--- src/rtl/cpu_types_pkg.sv ---
// Shared dcache types for the snoop responder: address layout, frame block and FSM states.
package cpu_types_pkg;

  localparam int DTAG_W = 26;
  localparam int DIDX_W = 3;
  localparam int DBLK_W = 1;
  localparam int DBYT_W = 2;
  localparam int DSETS  = 1 << DIDX_W;

  typedef struct packed {
    logic [DTAG_W-1:0] tag;
    logic [DIDX_W-1:0] idx;
    logic [DBLK_W-1:0] blkoff;
    logic [DBYT_W-1:0] bytoff;
  } dcachef_t;

  typedef struct packed {
    logic              valid;
    logic              dirty;
    logic [DTAG_W-1:0] tag;
    logic [31:0]       upper;
    logic [31:0]       lower;
  } dcache_block;

  typedef enum logic [2:0] {
    IDLE   = 3'd0,
    LOOKUP = 3'd1,
    WORD0  = 3'd2,
    WORD1  = 3'd3,
    UPDATE = 3'd4,
    ACK    = 3'd5
  } snoop_state_t;

  function automatic logic tag_hit(input dcache_block blk, input logic [DTAG_W-1:0] tag);
    return blk.valid && (blk.tag == tag);
  endfunction

endpackage

--- src/rtl/dsnoop_tag_match.sv ---
// Two-way tag compare and hit select for one set; way 0 wins when both ways match.
module dsnoop_tag_match
  import cpu_types_pkg::*;
(
  input  dcache_block       blk0,
  input  dcache_block       blk1,
  input  logic [DTAG_W-1:0] tag,
  output logic              hit,
  output logic              way,
  output logic              dirty,
  output logic [31:0]       lower,
  output logic [31:0]       upper
);

  logic m0;
  logic m1;

  always_comb begin
    m0    = tag_hit(blk0, tag);
    m1    = tag_hit(blk1, tag);
    hit   = m0 | m1;
    way   = ~m0 & m1;
    dirty = m0 ? blk0.dirty : (m1 & blk1.dirty);
    lower = m0 ? blk0.lower : blk1.lower;
    upper = m0 ? blk0.upper : blk1.upper;
  end

endmodule

--- src/rtl/dcache_snoop_responder.sv ---
// Dcache snoop responder: looks up a snooped block, supplies dirty data, updates frame state.
// Optional LL/SC reservation clearing on invalidating snoops: define DCACHE_SNOOP_LR_EN.
module dcache_snoop_responder
  import cpu_types_pkg::*;
#(
  parameter int DWAYS = 2
) (
  input  logic                    CLK,
  input  logic                    RST,
  input  logic                    snoop_req,
  input  logic [31:0]             snoop_addr,
  input  logic                    snoop_inv,
  input  logic                    snoop_dready,
  input  logic                    cache_busy,
  input  dcache_block [DSETS-1:0] way_0,
  input  dcache_block [DSETS-1:0] way_1,
  input  logic [31:0]             link_register,
  input  logic                    valid_lr,
  output logic                    snoop_hit,
  output logic                    snoop_dirty,
  output logic [31:0]             snoop_data,
  output logic                    snoop_dvalid,
  output logic                    snoop_ack,
  output logic                    upd_en,
  output logic                    upd_way,
  output logic [DIDX_W-1:0]       upd_idx,
  output logic                    upd_valid,
  output logic                    upd_dirty,
  output logic                    lr_clear,
  output snoop_state_t            dbg_state
);

  // Handshake: snoop_req stays high until the one-cycle snoop_ack; a data word
  // is transferred on a cycle where snoop_dvalid and snoop_dready are both high,
  // and the word is held unchanged while snoop_dready is low.

  snoop_state_t state_q, state_d;
  dcachef_t     addr_q, addr_d;
  logic         inv_q, inv_d;
  logic         hit_q, hit_d;
  logic         dirty_q, dirty_d;
  logic         way_q, way_d;
  logic [31:0]  lo_q, lo_d;
  logic [31:0]  hi_q, hi_d;

  logic         tm_hit;
  logic         tm_way;
  logic         tm_dirty;
  logic [31:0]  tm_lower;
  logic [31:0]  tm_upper;

  dsnoop_tag_match u_tag_match (
    .blk0  (way_0[addr_q.idx]),
    .blk1  (way_1[addr_q.idx]),
    .tag   (addr_q.tag),
    .hit   (tm_hit),
    .way   (tm_way),
    .dirty (tm_dirty),
    .lower (tm_lower),
    .upper (tm_upper)
  );

  always_comb begin
    state_d      = state_q;
    addr_d       = addr_q;
    inv_d        = inv_q;
    hit_d        = hit_q;
    dirty_d      = dirty_q;
    way_d        = way_q;
    lo_d         = lo_q;
    hi_d         = hi_q;
    snoop_hit    = 1'b0;
    snoop_dirty  = 1'b0;
    snoop_data   = '0;
    snoop_dvalid = 1'b0;
    snoop_ack    = 1'b0;
    upd_en       = 1'b0;
    upd_way      = 1'b0;
    upd_idx      = '0;
    upd_valid    = 1'b0;
    upd_dirty    = 1'b0;
    unique case (state_q)
      IDLE: begin
        // cache_busy only gates the start; an active snoop runs to completion.
        if (snoop_req && !cache_busy) begin
          state_d = LOOKUP;
          addr_d  = dcachef_t'(snoop_addr);
          inv_d   = snoop_inv;
        end
      end
      LOOKUP: begin
        snoop_hit   = tm_hit;
        snoop_dirty = tm_dirty;
        hit_d       = tm_hit;
        dirty_d     = tm_dirty;
        way_d       = tm_way;
        lo_d        = tm_lower;
        hi_d        = tm_upper;
        if (!tm_hit) begin
          state_d = ACK;
        end else if (tm_dirty) begin
          state_d = WORD0;
        end else begin
          state_d = UPDATE;
        end
      end
      WORD0: begin
        snoop_hit    = hit_q;
        snoop_dirty  = dirty_q;
        snoop_data   = lo_q;
        snoop_dvalid = 1'b1;
        if (snoop_dready) begin
          state_d = WORD1;
        end
      end
      WORD1: begin
        snoop_hit    = hit_q;
        snoop_dirty  = dirty_q;
        snoop_data   = hi_q;
        snoop_dvalid = 1'b1;
        if (snoop_dready) begin
          state_d = UPDATE;
        end
      end
      UPDATE: begin
        snoop_hit   = hit_q;
        snoop_dirty = dirty_q;
        upd_en      = 1'b1;
        upd_way     = way_q;
        upd_idx     = addr_q.idx;
        upd_valid   = ~inv_q;
        state_d     = ACK;
      end
      ACK: begin
        snoop_hit   = hit_q;
        snoop_dirty = dirty_q;
        snoop_ack   = 1'b1;
        state_d     = IDLE;
      end
      default: begin
        state_d = IDLE;
      end
    endcase
  end

  always_ff @(posedge CLK) begin
    if (RST) begin
      state_q <= IDLE;
      addr_q  <= '0;
      inv_q   <= 1'b0;
      hit_q   <= 1'b0;
      dirty_q <= 1'b0;
      way_q   <= 1'b0;
      lo_q    <= '0;
      hi_q    <= '0;
    end else begin
      state_q <= state_d;
      addr_q  <= addr_d;
      inv_q   <= inv_d;
      hit_q   <= hit_d;
      dirty_q <= dirty_d;
      way_q   <= way_d;
      lo_q    <= lo_d;
      hi_q    <= hi_d;
    end
  end

  // ACK is visited exactly once per snoop on both hit and miss paths, so the pulse is single.
  logic sig_unused;
`ifdef DCACHE_SNOOP_LR_EN
  assign lr_clear   = (state_q == ACK) && inv_q && valid_lr &&
                      (link_register[31:3] == addr_q[31:3]);
  assign sig_unused = ^{addr_q.bytoff, (DWAYS != 2)};
`else
  assign lr_clear   = 1'b0;
  assign sig_unused = ^{addr_q.bytoff, addr_q.blkoff, valid_lr, link_register, (DWAYS != 2)};
`endif

  assign dbg_state = state_q;

endmodule

--- config.mk ---
export PLATFORM = sky130hd
export DESIGN_NAME = dcache_snoop_responder
export DESIGN_NICKNAME = d
export VERILOG_FILES = /design/src/rtl/cpu_types_pkg.sv /design/src/rtl/dsnoop_tag_match.sv /design/src/rtl/dcache_snoop_responder.sv
export SDC_FILE = /design/constraint.sdc
export NUM_CORES = 1
export LEC_CHECK = 0
export BUFFER_PORTS_ARGS = -buffer_cell sky130_fd_sc_hd__buf_2
export CAP_MARGIN = 20
export CORE_AREA = 2 2 625 627
export DETAILED_ROUTE_END_ITERATION = 10
export DIE_AREA = 0 0 627 629
export SYNTH_ARGS = -nofsm -noshare
export SYNTH_HDL_FRONTEND = slang
export SYNTH_SLANG_ARGS = --single-unit
--- constraint.sdc ---
create_clock -name CLK -period 4.55 [get_ports CLK]
set_clock_uncertainty 0.15 [all_clocks]
set_input_delay 0.91 -clock CLK [delete_from_list [all_inputs] [get_ports CLK]]
set_output_delay 0.91 -clock CLK [all_outputs]
set_load 0.005 [all_outputs]
## After elaboration in Yosys (flattened, before gate mapping)

Index checks and enable logic that the tools add are counted.

| word-level totals | value |
|---|---|
| register bits after elaboration | 100 |
| input port bits | 1543 |
| output and inout bits | 47 |

| operators by class | value |
|---|---|
| $lt $le $gt $ge | 1 |
| eq/ne operators | 10 |
| muxes and demuxes | 22 |
| bitwise logic cells | 5 |
| reductions and logical operators | 9 |

Operators with widths:

| operator | count |
|---|---|
| $bmux W92 S3 | 2 |
| $mux W92 | 2 |
| $mux W32 | 2 |
| $pmux W32 S2 | 1 |
| $eq A26 B26 Y1 | 2 |
| $mux W3 | 6 |
| $pmux W3 S5 | 1 |
| $eq A3 B2 Y1 const B | 2 |
| $eq A3 B3 Y1 const B | 2 |
| $mux W1 | 6 |
| $ne A2 B2 Y1 const B | 3 |
| $lt A3 B4 Y1 const B | 1 |
| $pmux W1 S2 | 2 |
| $reduce_or A4 Y1 | 1 |
| $eq A3 B1 Y1 const B | 1 |
| $logic_and A1 B1 Y1 | 3 |
| $logic_not A3 Y1 | 1 |
| $reduce_and A3 Y1 | 1 |
| $and A1 B1 Y1 | 2 |
| $not A1 Y1 | 2 |
| $reduce_and A2 Y1 | 1 |
| $reduce_or A2 Y1 | 1 |
| $logic_not A1 Y1 | 1 |
| $or A1 B1 Y1 | 1 |

## Depth between registers and ports, before layout

Gate-level depths: netlist of the first run.

| logic depth | value |
|---|---|
| word-level depth | 9 |
| gate-level depth with buffers | 15 |
| gate-level depth less buffers | 8 |

## Modules after synthesis

Synthesis of the first run repeated with hierarchy kept, for this count alone.

| unflattened totals | value |
|---|---|
| cell total of the unflattened synthesis | 1346 |
| area, all modules | 17053.9 um2 |

By module, submodules not included:

| module | times used | cells an instance | area each (um2) | seq. area each (um2) |
|---|---|---|---|---|
| dcache_snoop_responder | 1 | 1190 | 15364.7 | 2001.9 |
| dsnoop_tag_match | 1 | 156 | 1689.1 | 0.0 |

## Worst setup path after synthesis of the first run

OpenSTA, ideal clock, no wires.

| timing path | value |
|---|---|
| path kind | input port to output port |
| start | in way_0[711] (netlist bit) |
| end | out snoop_dirty |
| data arrival time | 3.018 ns |
| required time | 3.490 ns |
| setup slack | 0.472 ns |
| stages | 9 |
| path through | mux4_2 > mux2i_1 > xnor2_1 > or4_4 > nor4_4 > nand3_2 > buf_6 > a2bb2oi_1 > o22ai_1 |

| on the way | value |
|---|---|
| longest elaborated chain between the ends | 6 |

RTL lines:

| element | RTL line | RTL |
|---|---|---|
| from (decl) | dcache_snoop_responder.sv:15 | `input dcache_block [DSETS-1:0] way_0,` |
| $bmux W92 S3 | dcache_snoop_responder.sv:53 | `.blk0 (way_0[addr_q.idx]),` |
| $mux W92 (not written as such) | dcache_snoop_responder.sv:53 |  |
| $eq A26 B26 Y1 | cpu_types_pkg.sv:35 | `return blk.valid && (blk.tag == tag);` |
| $logic_and A1 B1 Y1 | cpu_types_pkg.sv:35 |  |
| $mux W1 | dsnoop_tag_match.sv:23 | `dirty = m0 ? blk0.dirty : (m1 & blk1.dirty);` |
| $pmux W1 S2 | dcache_snoop_responder.sv:82 | `unique case (state_q)` |
| to (decl) | dcache_snoop_responder.sv:20 | `output logic snoop_dirty,` |

Every way passes these cells. The select of a mux whose other input is x is not followed.

## Final worst setup path of the first run

| timing path | value |
|---|---|
| start | reg addr_q[3] (netlist bit) |
| end | out snoop_dirty |

| on the way | value |
|---|---|
| longest elaborated chain between the ends | 7 |
| elaborated cells on any way between the ends | 11 |

RTL lines:

| element | RTL line | RTL |
|---|---|---|
| from (decl) | dcache_snoop_responder.sv:38 | `dcachef_t addr_q, addr_d;` |
| from (signal assigned) | dcache_snoop_responder.sv:158 | `addr_q <= addr_d;` |
| $bmux W92 S3 | dcache_snoop_responder.sv:54 | `.blk1 (way_1[addr_q.idx]),` |
| $mux W92 (not written as such) | dcache_snoop_responder.sv:54 |  |
| $eq A26 B26 Y1 | cpu_types_pkg.sv:35 |  |
| $logic_and A1 B1 Y1 | cpu_types_pkg.sv:35 |  |
| $and A1 B1 Y1 | dsnoop_tag_match.sv:23 |  |
| $mux W1 (*) | dsnoop_tag_match.sv:23 |  |
| $pmux W1 S2 (*) | dcache_snoop_responder.sv:82 |  |

Mark *: on every way between the ends. The rest lies on a longest branch, timed or not. The select of a mux whose other input is x is not followed.

==> results of run 1 <==
==> layer usage <==
metal  wire length (um)  track usage, %
met1             114000            17.1
met2             137000            24.1
met3              40800            7.50
met4               9050            2.92
met5               1600               0
==> registers in the layout, indices dropped and copies added (netlist names) <==
name and cells:
addr_q 29, hi_q 32, dirty_q 1, dbg_state 3
inv_q 1, hit_q 1, way_q 1, lo_q 32
==> cells by family after synthesis <==
| family | share of synthesized area [%] |
|---|---|
| and+or+nand+nor | 9.09 |
| muxes | 63.8 |
| xor gates and xnor gates | 2.61 |
| adders and majority gates | 0.0778 |
| other | 0.0233 |
| DFF | 12.4 |
| buffers and inverters | 4.67 |
| AOI/OAI and AO/OA | 7.29 |
==> power by group through the flow <==
| stage | clock, mW | sequential [mW] | combinational [mW] |
|---|---|---|---|
| floorplan | 0 | 1.02 | 1.27 |
| global placement | 0 | 1.12 | 3.26 |
| detailed placement | 0 | 1.12 | 3.27 |
| CTS | 1.00 | 1.09 | 3.34 |
| global route | 1.00 | 1.09 | 3.48 |
| finish | 0.921 | 1.08 | 3.31 |
==> cells in the mapped netlist (7+ instances only) <==
master    instances
mux4_2          390
a22oi_1          34
mux2i_1          68
dfxtp_1         100
a21oi_1          32
clkbuf_1         82
nor2_1           18
buf_6            12
buf_1            22
buf_4             9
nand2b_1          7
nor3_1            7
mux2_2           10
buf_2            27
nor3b_1          65
nor2b_1          35
a21o_1           66
xor2_1           11
xnor2_1          37
nand3_1           7
mux4_1           26
nor4_1            9
nand2_1          79
==> path summary, 6_finish.rpt <==
kind / start / end / slack, ps / depth (start not counted)
max: addr_q[3]$_SDFFE_PP0P_ / snoop_dirty / -190 / 13
min: inv_q$_SDFFE_PP0P_ / inv_q$_SDFFE_PP0P_ / 310 / 2
max reg2reg: addr_q[3]$_SDFFE_PP0P_ / hi_q[16]$_SDFFE_PP0P_ / 120 / 14
min reg2reg: inv_q$_SDFFE_PP0P_ / inv_q$_SDFFE_PP0P_ / 310 / 2
==> repair_timing <==
item / 4_1_cts / 5_1_grt
hold buffers: 0 / 0
buffers inserted: 8 / 27
pin swaps: 4 / 8
resized for setup: 42 / 30
setup endpoints to repair: 66 / 8
==> tightest hold or removal path, cell delays in order, from the launching register on <==
cell	delay (ps)
dfxtp_1	320
nand2_1	50
a21oi_1	50
==> through the flow <==
| stage | hold WS, ps | util [%] | instances | area, sq um |
|---|---|---|---|---|
| after detailed placement | 301 | 8.02 | 7970 | 31100 |
| final | 314 | 8.41 | 8221 | 32600 |
| after CTS | 316 | 8.18 | 7992 | 31700 |
| after floorplan | 278 | - | 1223 | 16100 |
| after global routing | 332 | 8.31 | 8069 | 32200 |
| after global placement | 302 | 8.02 | 7970 | 31100 |
==> cell type report <==
class / instances / area (sq um)
fillers: 45300 / 355000
repair buffers: 1736 / 9610
flip-flops and latches: 100 / 2010
clock buffers: 9 / 225
inverters: 6 / 26.3
multi-input cells: 965 / 13600
diodes: 201 / 503
clock inverters: 7 / 67.6
well taps: 5197 / 6500
==> results.cfg, run 1 <==
[outcome]
run_status = complete, but fails checks
violations = setup timing

[synthesis]
synth.yosys.seq_area_share_pct = 12.4
syn-cell-area_sq_um = 16100
synth-seq-cells = 100
synth-async-reset-ratio_pct = 0
ys_warn_count = 0
netlist_top_cells_area = mux4_2 (55%), dfxtp_1 (12%), mux4_1 (4.2%), mux2i_1 (4.2%), a21o_1 (3.1%)
cell_count_after_synthesis = 1222
yosysUniqueCellTypes = 56
share_of_the_synthesized_area_in_the_top_cell_type_pct = 54.6
synth.largest_area_cell = mux4_2
synth-edff-count = 0
synthFlopType = dfxtp_1
avgSynthCellArea_sq_um = 13.2

[cts]
numClockSinks = 100
htreeDepth = 3
longest_clk_path_bufs = 2
tritoncts_clock_tree = yes
ctsRootBufferMaster = clkbuf_16
numCtsBuffers = 9
cts.clk_slew.worst_paths_ps = 100
clk-insertion-delay-late_ps = 410

[critical_path]
path_buf_inv = 5
cp_data_required_time_ps = 3490
endpoint_kind = primary output
cell_type_group_with_the_largest_total_delay_on_the_critical_path = multiplexers
crit_arrival_ps = 3680
path_common_cell = buf_4
crit_fanout = 17
timing.critical_path.cells = buf_4 > buf_12 > mux4_2 > mux2i_4 > buf_4 > xor2_2 > nand4_1 > nor4_4 > buf_4 > nand3_4 > a2bb2oi_4 > o22ai_4 > buf_12
worst-setup-path-type = reg2out
cp_slowest_stage_delay_ps = 630
worst_setup_sp_type = flip-flop
timing.critical_path.slowest_stage_cell = mux4_2

[timing]
fin_setup_tns_ps = -368
finalCriticalPeriod_ps = 4740
final-hold-violation-count = 0
timing_max_transition_violations_final = 0
post-route-period-util_pct = 104
rsz0062_at_grt = yes
setup-violations-final = 2
final.setup.worst_slack_ps = -188
max_clock_freq_mhz = 211
tightestPinTransition_ps = 1330
slew_headroom_pct = 11.1

[cells_and_area]
mostFrequentLayoutCell = buf_2
syn_to_final_growth_pct = 103
final_cell_mix = buf_2 (1547), mux4_2 (390), buf_4 (146)
layout_nets = 4362
drive_gt1_share_pct = 77.9

[route]
drt_drc_violations_left = 0
drt_iter0_markers = 2251
routed_wire_length_per_instance_um = 36.8
detail_route.first_pass.iterations = 5
finalWirelength_um = 303000
num_vias = 23200
detail_route.vias_per_cell = 2.82
route.antenna.remaining_nets = 0

[global_route]
first_global_vias = 21000
grt_overflow_total = 0
antenna_violations_before_repair = 488
grt_usage_pct = 14.7
maximum_number_of_pins_on_one_net_before_global_route_repair = 97
grt_pass1_wl_um = 345000

[power_and_ir_drop]
seq_power_share_pct = 20.4
power_report.internal_total_mw = 2.88
power.share.combinational_pct = 62.3
power.switching_mw = 2.44
pwr_density_cell_nw_per_um2 = 163
power_switching_share_pct = 45.8
p_total_mw = 5.32
total_leakage_power_nw = 12.3
vdd_drop_max_v = 0.000146
power.share.clock_pct = 17.3

[floorplan]
floorplan.initialDensity_pct = 4.15
fp.coreArea_sq_um = 388000
die_height_um = 629
dieArea_sq_um = 394000
placementRows = 229
die_width_um = 627
boundaryPins = 1590

[job]
cap_viol_max_count = 0

[min_path]
hold_path.class = reg2reg

[placed_design]
post-place-ws_ps = -709
buffer_ports.inserted = 1551
place.detailed.hpwl_um = 283000
gp_routability_congestion = 0.965
Note: power is estimated with default switching activity, not from simulation.
==> inputs of run 2 (changes only) <==
--- a/config.mk
+++ b/config.mk
@@ -5,11 +5,12 @@
 export SDC_FILE = /design/constraint.sdc
 export NUM_CORES = 1
 export LEC_CHECK = 0
-export BUFFER_PORTS_ARGS = -buffer_cell sky130_fd_sc_hd__buf_2
 export CAP_MARGIN = 20
 export CORE_AREA = 2 2 625 627
 export DETAILED_ROUTE_END_ITERATION = 10
 export DIE_AREA = 0 0 627 629
+export DONT_BUFFER_PORTS = 1
+export SETUP_SLACK_MARGIN = 0.2
 export SYNTH_ARGS = -nofsm -noshare
 export SYNTH_HDL_FRONTEND = slang
 export SYNTH_SLANG_ARGS = --single-unit
==> run 2 against run 1 <==
The run ends with antenna rules, setup timing left. Critical endpoint unchanged. Sequential share of layout area increased by 1.9 points. Clock power grew 13%. Largest cell class unchanged. Highest routed layer unchanged. Global-route usage grew 1.0 points. Count of clock-buffer cells in the layout stayed put. Die area unchanged. Final cell count down 18%. Largest power group unchanged.
==> results.cfg, run 2 (synthesized netlist as in run 1, its figures left out) <==
[outcome]
run_status = complete, but fails checks
violations = antenna rules, setup timing

[job]
cap_viol_max_count = 0

[floorplan]
placementRows = 229
boundaryPins = 1590
floorplan.initialDensity_pct = 4.15
fp.coreArea_sq_um = 388000
die_height_um = 629
dieArea_sq_um = 394000
die_width_um = 627

[global_route]
antenna_violations_before_repair = 827
grt_usage_pct = 15.8
maximum_number_of_pins_on_one_net_before_global_route_repair = 103
grt_pass1_wl_um = 360000
first_global_vias = 15400
grt_overflow_total = 0

[route]
routed_wire_length_per_instance_um = 47.7
drt_iter0_markers = 2353
num_vias = 18500
finalWirelength_um = 323000
detail_route.vias_per_cell = 2.73
drt_drc_violations_left = 0
route.antenna.remaining_nets = 2
detail_route.first_pass.iterations = 5

[cells_and_area]
mostFrequentLayoutCell = mux4_2
layout_nets = 2797
syn_to_final_growth_pct = 54.2
biggestRegsByFlops = hi_q: 32 flops, lo_q: 32 flops, addr_q: 29 flops
finish.instance_area_sq_um = 24800
drive_gt1_share_pct = 49.7
final_cell_mix = mux4_2 (390), buf_4 (144), dfxtp_1 (97)
fillCellCount = 45200

[critical_path]
reg2reg_from = addr_q[3]$_SDFFE_PP0P_
cp_slowest_stage_delay_ps = 700
timing.critical_path.slowest_stage_cell = mux4_2
endpoint = snoop_dirty
worst-setup-path-type = reg2out
endpoint_kind = primary output
worst_setup_sp_type = flip-flop
timing.critical_path.cells = buf_12 > mux4_2 > mux2i_1 > buf_4 > xnor2_1 > or4_4 > nor4_4 > buf_4 > nand3_4 > a2bb2oi_2 > o22ai_2 > buf_12
worstSetupStartpoint = addr_q[3]$_SDFFE_PP0P_
crit_fanout = 7
ff2ff_setup_slack_ps = 340
r2r_cells = 13
cp_data_required_time_ps = 3490
r2r-end = hi_q[16]$_SDFFE_PP0P_
crit_arrival_ps = 3740

[timing]
final-hold-violation-count = 0
timing_max_transition_violations_final = 0
setup-violations-final = 2
tightestPinTransition_ps = 989
fin_setup_tns_ps = -436
max_clock_freq_mhz = 208
post-route-period-util_pct = 106
final.setup.worst_slack_ps = -255
rsz0062_at_grt = yes
timing.hold.ws_ps = 318
finalCriticalPeriod_ps = 4800
slew_headroom_pct = 34.0

[power_and_ir_drop]
vdd_drop_max_v = 0.000191
total_leakage_power_nw = 5.97
pwr_density_cell_nw_per_um2 = 176
p_total_mw = 4.36

[cts]
ctsRootBufferMaster = clkbuf_16
cts.clk_slew.worst_paths_ps = 100
numCtsBuffers = 9
cts_hold_buffers = 0
longest_clk_path_bufs = 2
clk-insertion-delay-late_ps = 430
numClockSinks = 100
tritoncts_clock_tree = yes
htreeDepth = 3

[placed_design]
post-place-ws_ps = -159
gp_routability_congestion = 1.02
place.detailed.hpwl_um = 304000
buffer_ports.inserted = 0
placed_area_sq_um = 23400

[min_path]
hold_path.class = reg2reg
run 2: per-layer routing:
layer	track usage, %	share of wire, %	vias up
met3	12.0	18	1238
met4	1.31	2.5	416
met2	26.7	46	2353
li1	-	-	5709
met1	15.8	33	8799
met5	0	0.87	-
run 2: final cells by class:
cell class              instances  area, sq um  area share, %
diodes                        323          808           3.26
clock buffers                   9          225          0.908
clock inverters                 7          115          0.464
inverters                       6         25.0          0.101
multi-input cells             965        13500           54.4
flip-flops and latches        100         2010           8.12
well taps                    5197         6500           26.2
repair buffers                171         1620           6.53
run 2: per-stage QoR:
stage | utilization [%] | instances
after detailed placement | 6.03 | 6425
after global routing | 6.22 | 6508
after CTS | 6.16 | 6447
final | 6.40 | 6778
after floorplan | - | 1223
after global placement | 6.03 | 6425
run 2: worst min path at each step:
stage | start | end | cells after the start
after CTS | inv_q$_SDFFE_PP0P_ | inv_q$_SDFFE_PP0P_ | 2
after floorplan | way_q$_SDFFE_PP0P_ | way_q$_SDFFE_PP0P_ | 2
final | inv_q$_SDFFE_PP0P_ | inv_q$_SDFFE_PP0P_ | 2
after global placement | inv_q$_SDFFE_PP0P_ | inv_q$_SDFFE_PP0P_ | 2
after global routing | inv_q$_SDFFE_PP0P_ | inv_q$_SDFFE_PP0P_ | 2
after detailed placement | inv_q$_SDFFE_PP0P_ | inv_q$_SDFFE_PP0P_ | 2
run 2: power by group:
part           total, mW  internal [mW]  switching (mW)
Sequential          1.08          0.959           0.121
Clock               1.04          0.500           0.541
Combinational       2.24           1.03            1.21
run 2: worst max-delay path, delay by kind of cell, from the launching register on:
family / cells / cell delay (ps)
compound gates: 2 / 380
simple gates: 3 / 770
mux: 2 / 900
xor+xnor: 1 / 80
buf+inv: 4 / 680
flops: 1 / 430
run 2: timing repair:
| item | 4_1_cts | 5_1_grt |
|---|---|---|
| pin swaps | 1 | 1 |
| setup endpoints to repair | 2 | 2 |
| setup buffers | 6 | 8 |
| resized for setup | 19 | 14 |
